$ cat config.mk
export PLATFORM = sky130hd
export DESIGN_NAME = datapath_run_ctrl
export DESIGN_NICKNAME = d
export VERILOG_FILES = /design/src/rtl/cpu_ctrl_pkg.sv /design/src/rtl/datapath_run_ctrl.sv
export SDC_FILE = /design/constraint.sdc
export NUM_CORES = 1
export LEC_CHECK = 0
export CORE_MARGIN = 3
export CORE_UTILIZATION = 46
export CTS_CLUSTER_SIZE = 12
export DETAILED_ROUTE_END_ITERATION = 8
export PLACE_DENSITY = 0.87
export SLEW_MARGIN = 20
export SYNTH_ARGS = -nofsm -noshare
export SYNTH_HDL_FRONTEND = slang
export SYNTH_SLANG_ARGS = --single-unit
$ cat constraint.sdc
create_clock -name clk -period 4.38 [get_ports clk]
set_input_delay 0.438 -clock clk [delete_from_list [all_inputs] [get_ports clk]]
set_output_delay 0.438 -clock clk [all_outputs]
set_load 0.01 [all_outputs]
$ cat src/rtl/cpu_ctrl_pkg.sv
// Shared definitions for the datapath run controller: FSM state encoding,
// host command opcodes, halt cause codes and the EBREAK instruction word.
package cpu_ctrl_pkg;

  typedef enum logic [1:0] {
    ST_HALTED   = 2'd0,
    ST_RUNNING  = 2'd1,
    ST_STEPPING = 2'd2
  } state_t;

  localparam logic [1:0] OP_NOP  = 2'b00;
  localparam logic [1:0] OP_RUN  = 2'b01;
  localparam logic [1:0] OP_STEP = 2'b10;
  localparam logic [1:0] OP_HALT = 2'b11;

  localparam logic [2:0] CAUSE_RESET      = 3'b000;
  localparam logic [2:0] CAUSE_CMD        = 3'b001;
  localparam logic [2:0] CAUSE_STEP_DONE  = 3'b010;
  localparam logic [2:0] CAUSE_BREAKPOINT = 3'b011;
  localparam logic [2:0] CAUSE_EBREAK     = 3'b100;

  localparam logic [31:0] EBREAK_INSTR = 32'h00100073;

endpackage

$ cat src/rtl/datapath_run_ctrl.sv
// Run/step/halt controller gating datapath commits, with PC breakpoint,
// EBREAK detection and a free-running retired-instruction counter.
module datapath_run_ctrl
  import cpu_ctrl_pkg::*;
(
  input  logic        clk,
  input  logic        reset,
  input  logic        cmd_valid,
  input  logic [1:0]  cmd_op,
  input  logic [15:0] step_count,
  output logic        cmd_ready,
  input  logic        bp_en,
  input  logic [63:0] bp_addr,
  input  logic [63:0] pc,
  input  logic [31:0] instr,
  output logic        cpu_en,
  output logic        halted,
  output logic [2:0]  halt_cause,
  output logic [63:0] retired
);

  state_t      state, state_next;
  logic [15:0] step_cnt, step_next;
  logic        skip, skip_next;
  logic [2:0]  cause_next;

  logic in_active;
  logic accept;
  logic halt_cmd;
  logic bp_hit;
  logic is_ebreak;

  assign in_active = (state != ST_HALTED);
  assign cmd_ready = !in_active || (cmd_op == OP_HALT);
  assign accept    = cmd_valid && cmd_ready;
  assign halt_cmd  = in_active && accept && (cmd_op == OP_HALT);
  // The skip flag lets the host resume from the very PC that just hit the breakpoint
  assign bp_hit    = bp_en && (pc == bp_addr) && !skip;
  assign is_ebreak = (instr == EBREAK_INSTR);
  assign cpu_en    = in_active && !reset && !halt_cmd && !bp_hit && !is_ebreak;

  always_comb begin
    state_next = state;
    step_next  = step_cnt;
    skip_next  = skip;
    cause_next = halt_cause;
    case (state)
      ST_HALTED: begin
        if (accept && cmd_op == OP_RUN) begin
          state_next = ST_RUNNING;
          skip_next  = 1'b1;
        end else if (accept && cmd_op == OP_STEP) begin
          state_next = ST_STEPPING;
          skip_next  = 1'b1;
          step_next  = (step_count == 16'd0) ? 16'd1 : step_count;
        end
      end
      ST_RUNNING, ST_STEPPING: begin
        if (!cpu_en) begin
          state_next = ST_HALTED;
          if (is_ebreak)   cause_next = CAUSE_EBREAK;
          else if (bp_hit) cause_next = CAUSE_BREAKPOINT;
          else             cause_next = CAUSE_CMD;
        end else begin
          skip_next = 1'b0;
          if (state == ST_STEPPING) begin
            step_next = step_cnt - 16'd1;
            if (step_cnt <= 16'd1) begin
              state_next = ST_HALTED;
              cause_next = CAUSE_STEP_DONE;
            end
          end
        end
      end
      default: state_next = ST_HALTED;
    endcase
  end

  always_ff @(posedge clk) begin
    if (reset) begin
      state      <= ST_HALTED;
      halted     <= 1'b1;
      halt_cause <= CAUSE_RESET;
      retired    <= 64'd0;
      step_cnt   <= 16'd0;
      skip       <= 1'b0;
    end else begin
      state      <= state_next;
      halted     <= (state_next == ST_HALTED);
      halt_cause <= cause_next;
      step_cnt   <= step_next;
      skip       <= skip_next;
      if (cpu_en) retired <= retired + 64'd1;
    end
  end

endmodule
======== Word-level counts from Yosys, hierarchy flattened ========
Index checks and enable logic that the tools add are counted.
cells by class
  add/sub/neg operators ................... 2
  magnitude comparators ................... 1
  equal/unequal tests ..................... 14
  mux-type cells .......................... 21
  reductions and logical operators ........ 27
operators by type and width
  operator                                               number
  2-to-1 mux 16 bit                                      5
  adder 64 x 1 -> 64 bit, second input constant          1
  equality test 64 bit                                   1
  equality test 32 x 21 -> 1 bit, second input constant  1
  one-hot mux 16 bit (2 select lines)                    1
  <= comparator 16 x 1 -> 1 bit, second input constant   1
  zero test 16 bit                                       1
  subtractor 16 x 1 -> 16 bit, second input constant     1
  2-to-1 mux 2 bit                                       6
  2-to-1 mux 3 bit                                       4
  logical AND 1 bit                                      11
  inequality test 2 bit, second input constant           4
  equality test 2 bit, second input constant             3
  zero test 1 bit                                        6
  AND reduction 3 bit                                    2
  AND reduction 5 bit                                    1
  equality test 2 x 1 -> 1 bit, second input constant    2
  zero test 2 bit                                        2
  inequality test 2 x 1 -> 1 bit, second input constant  2
  one-hot mux 2 bit (2 select lines)                     1
  nonzero test 2 bit                                     2
  2-to-1 mux 1 bit                                       3
  inequality test 3 bit, second input constant           1
  one-hot mux 1 bit (2 select lines)                     1
  2 further kinds                                        2
word-level totals
  register bits after elaboration ......... 87
  bits of input ports ..................... 182
  output and inout port bits .............. 70
  word-level logic and storage cells ...... 71

======== Logic depth before layout (Yosys ltp) ========
  word-level depth ........................ 13
  gate-level depth with buffers ........... 11
  gate-level depth less buffers ........... 9

======== Worst setup path before layout ========
Ideal clock, no wire load.
  kind .................................... input port to flip-flop
  start ................................... input instr[17]
  end ..................................... register retired[9]
  library setup time ...................... 0.121 ns
  arrival time ............................ 2.430 ns
  required time ........................... 4.259 ns
  path slack .............................. 1.829 ns
  cell stages on the path ................. 10
  path buffers ............................ 1
  cells stage by stage .................... nor4b_1 -> nand4_1 -> or4_1 -> clkbuf_1 -> nand2_1 -> inv_2 -> nand2_1 -> inv_2 -> nand4_1 -> mux2_2
on the way
  longest elaborated chain between the ends .. 3
RTL lines
  item                            RTL line                 text
  from (decl)                     datapath_run_ctrl.sv:15  input logic [31:0] instr,
  equality test 32 x 21 -> 1 bit  datapath_run_ctrl.sv:39  assign is_ebreak = (instr == EBREAK_INSTR);
  zero test 1 bit                 datapath_run_ctrl.sv:40  assign cpu_en = in_active && !reset && !halt_cmd && !bp_hit && !is_ebreak;
  logical AND 1 bit               datapath_run_ctrl.sv:40
  via cpu_en                      datapath_run_ctrl.sv:16  output logic cpu_en,
  to (signal assigned)            datapath_run_ctrl.sv:93  if (cpu_en) retired <= retired + 64'd1;
  to (decl)                       datapath_run_ctrl.sv:19  output logic [63:0] retired
The timed path passes the listed nets, and every way through them passes these cells.
A chain may end at the register's enable or synchronous reset.

======== Worst setup path after layout ========
  start ................................... input instr[16]
  end ..................................... output cpu_en
on the way
  longest elaborated chain between the ends .. 3
RTL lines
  item                            RTL line
  equality test 32 x 21 -> 1 bit  datapath_run_ctrl.sv:39
  zero test 1 bit                 datapath_run_ctrl.sv:40
  logical AND 1 bit               datapath_run_ctrl.sv:40
  to (decl)                       datapath_run_ctrl.sv:16
Every way passes these cells.

==> results.cfg <==
[status]
status = complete, no violations

[yosys]
yosysWarnings = 0
syn_avg_cell_area_sq_um = 8.078
synth_top_flop_cell = dfxtp_1
syn_area_sq_um = 5598
synth_top_area_frac = 0.3111
ys_seq_area_frac = 0.3111
synth_fp_nets = 881
synth_area_leaders = dfxtp_1, xnor2_1, nand2_1
synth_top_area_cell = dfxtp_1
synth_edf_count = 0
async_flop_share = 0
synth_cells = 693
synth_cell_types = 73
ys_ff_latch = 87

[sta]
fin_skew_ps = 6.939
layout_setup_ws_ps = 756.9
holdWs_ps = 477.4
rsz0062_at_grt = no
worst_pin_slew_ps = 836.5
fin_tns_setup_ps = 0
period_share = 0.8272
drv_slew = 0
setup_viol = 0
slew_headroom = 0.4372
finalHoldViolCount = 0
period_needed_ps = 3623
fmax_mhz = 276.0

[power]
powerDensity_nw_per_um2 = 242.6
swShare = 0.2448
ir_drop_mv = 0.1730
power.switching_mw = 0.5064
p_int_mw = 1.562
pwr-share-seq = 0.394
cellLeakagePower_nw = 2.956
power_frac_comb = 0.205
pwr-share-clk = 0.401

[hold_path]
min_path_cells = 2
holdPathEnd = step_cnt[9]$_SDFFE_PP0P_
holdCritStartpoint = step_cnt[9]$_SDFFE_PP0P_
hp-class = flip-flop to flip-flop

[placement]
dpl-instance-area_sq_um = 8202
dp_slack_ps = 790.8
gp_congestion = 0.8879
dp.cells = 1065
dp_hpwl_um = 15200
io_buffers = 251

[worst_setup_path]
cp_data_required_time_ps = 3940
critical_path.max_stage_delay_ps = 700
cp.arrival_ps = 3190
startpoint_type = primary input
critPathTopFamily = simple AND/OR/NAND/NOR gates
critPathKind = primary input to primary output
rr_worst_depth = 8
worst_path_max_delay_cell = or4_1
r2r-end = retired[36]$_SDFFE_PP0N_
worstSetupEndpointType = primary output
r2r-start = retired[4]$_SDFFE_PP0N_
worst-path-max-fanout = 15
path_cells = clkdlybuf4s50_1 -> nor4_1 -> nand4_1 -> or4_1 -> nand2_1 -> buf_4 -> inv_2 -> nand2_1 -> inv_2 -> clkdlybuf4s50_1
crit_buf_inv = 5
ff2ff_setup_slack_ps = 1390

[die]
die_y_um = 116.3
start_util = 0.4800
io_pins = 252
num_rows = 39
die_w_um = 116.3
die_area_sq_um = 13530
core_sq_um = 11660

[clock_tree]
cts_sinks = 87
cts_buffer_depth = 2
cts.root.buffer_cell = clkbuf_16
clk_latency_ps = 340
post_cts_resize_count = 0
ctsHoldBuffers = 0
cts-htree-levels = 3
clk_pin_slew_ps = 60
cts_setup_buffers = 0
tritoncts = done
cts_buffers = 9

[detailed_routing]
drc = 0
drtPass1Iterations = 5
ant_nets = 0
post_drt_wl_per_cell_um = 17.66
drt_iter0_markers = 525
routed_wirelength_um = 19090
avgViaCountPerCell = 5.772
vias = 6240

[grt]
grt_overflow = 0
grt_pass1_vias = 5965
track_usage = 0.2824
grt_pass1_wl_um = 30420
grt_max_degree = 79
antenna_found_initial = 0

[final_layout]
drive_gt1_frac = 0.05437
syn_to_final_growth_pct = 52.30
fin_cells = 1081
diodes = 0
nets = 1121
design_area_sq_um = 8526

[flow_run]
max_cap_viol_count = 0
==> flip-flops by register name, indices dropped and copies added (netlist names) <==
register and count:
retired 64, step_cnt 16, halt_cause 3, state 2, halted 1, skip 1
==> placed cells by master, fill, tap and decap left out, drive strengths merged, types with 7 or more instances in the layout <==
| cell type | count |
|---|---|
| or3 | 18 |
| inv | 29 |
| dfxtp | 87 |
| and4 | 14 |
| and3 | 21 |
| xor2 | 23 |
| o21ai | 24 |
| nand3 | 34 |
| nor2b | 25 |
| and2 | 7 |
| or4 | 7 |
| nand2 | 58 |
| a21oi | 41 |
| nand4 | 31 |
| o31ai | 7 |
| nor2 | 44 |
| clkdlybuf4s50 | 250 |
| xnor2 | 45 |
| buf | 10 |
| nor3 | 13 |
| nor4 | 31 |
| clkbuf | 11 |
==> synth_stat cells (all sizes together), types with 13 or more instances <==
| library cell | number |
|---|---|
| nor2 | 44 |
| and4 | 14 |
| dfxtp | 87 |
| a21oi | 41 |
| nand4 | 31 |
| xor2 | 23 |
| and3 | 21 |
| xnor2 | 45 |
| nor2b | 25 |
| o21ai | 24 |
| clkbuf | 19 |
| inv | 29 |
| or3 | 18 |
| nand2 | 58 |
| nand3 | 34 |
| nor3 | 13 |
| nor4 | 31 |
==> logic make-up (layout without fill, tap and decap cells) <==
kind of cell / count (synthesis) / count (layout) / share of synthesized area
AND/OR/NAND/NOR: 325 / 325 / 0.3348
AO/OA/AOI/OAI: 138 / 138 / 0.1719
flip-flops: 87 / 87 / 0.3111
XOR/XNOR: 68 / 68 / 0.1064
buffers and inverters: 61 / 306 / 0.04694
multiplexers: 8 / 8 / 0.01542
adder cells (fa/ha/maj): 6 / 6 / 0.01341
==> area by class of cell <==
type / count / area (sq um)
clock buffers: 11 / 242.7
well taps: 143 / 178.9
multi-input cells: 545 / 3593
repair buffers: 260 / 2575
clock inverters: 5 / 81.33
flip-flops and latches: 87 / 1742
inverters: 30 / 112.6
fillers: 913 / 3137
==> power by group through the flow <==
stage          logic, mW  registers (mW)  clock network [mW]
3_3_place_gp       0.413           0.833                   0
2_1_floorplan      0.185           0.832                   0
5_1_grt            0.462           0.817               0.868
6_report           0.424           0.816               0.828
4_1_cts            0.423           0.815               0.837
3_5_place_dp       0.420           0.833                   0
==> worst register-to-register path: cells and delay by family, from the launching register on <==
kind,cells,cell delay [ps]
flip-flops,1,490
AND/OR/NAND/NOR,6,1980
AO/OA/AOI/OAI,2,420
==> worst max path at each step <==
stage | startpoint | end | slack, ps | cells past startpoint
6_report | instr[16] | cpu_en | 760 | 10
5_1_grt | instr[17] | cpu_en | 580 | 10
4_1_cts | instr[17] | cpu_en | 770 | 10
3_5_place_dp | instr[17] | cpu_en | 790 | 10
3_3_place_gp | instr[17] | cpu_en | 820 | 10
2_1_floorplan | instr[17] | retired[9]$_SDFFE_PP0N_ | 1830 | 10
==> stage by stage <==
step | util | power [mW]
final | 0.7310 | 2.068
after floorplan | - | 1.017
after global routing | 0.7310 | 2.147
after CTS | 0.7310 | 2.074
after global placement | 0.7033 | 1.245
after detailed placement | 0.7033 | 1.253
==> per-layer routing <==
metal,global-route usage,part of all wire,up-vias
met4,0.06497,0.017,0
li1,-,-,3064
met5,0,0,-
met1,0.3698,0.42,2868
met2,0.4794,0.49,284
met3,0.05803,0.069,24
Power figures use the tool's default switching activity.
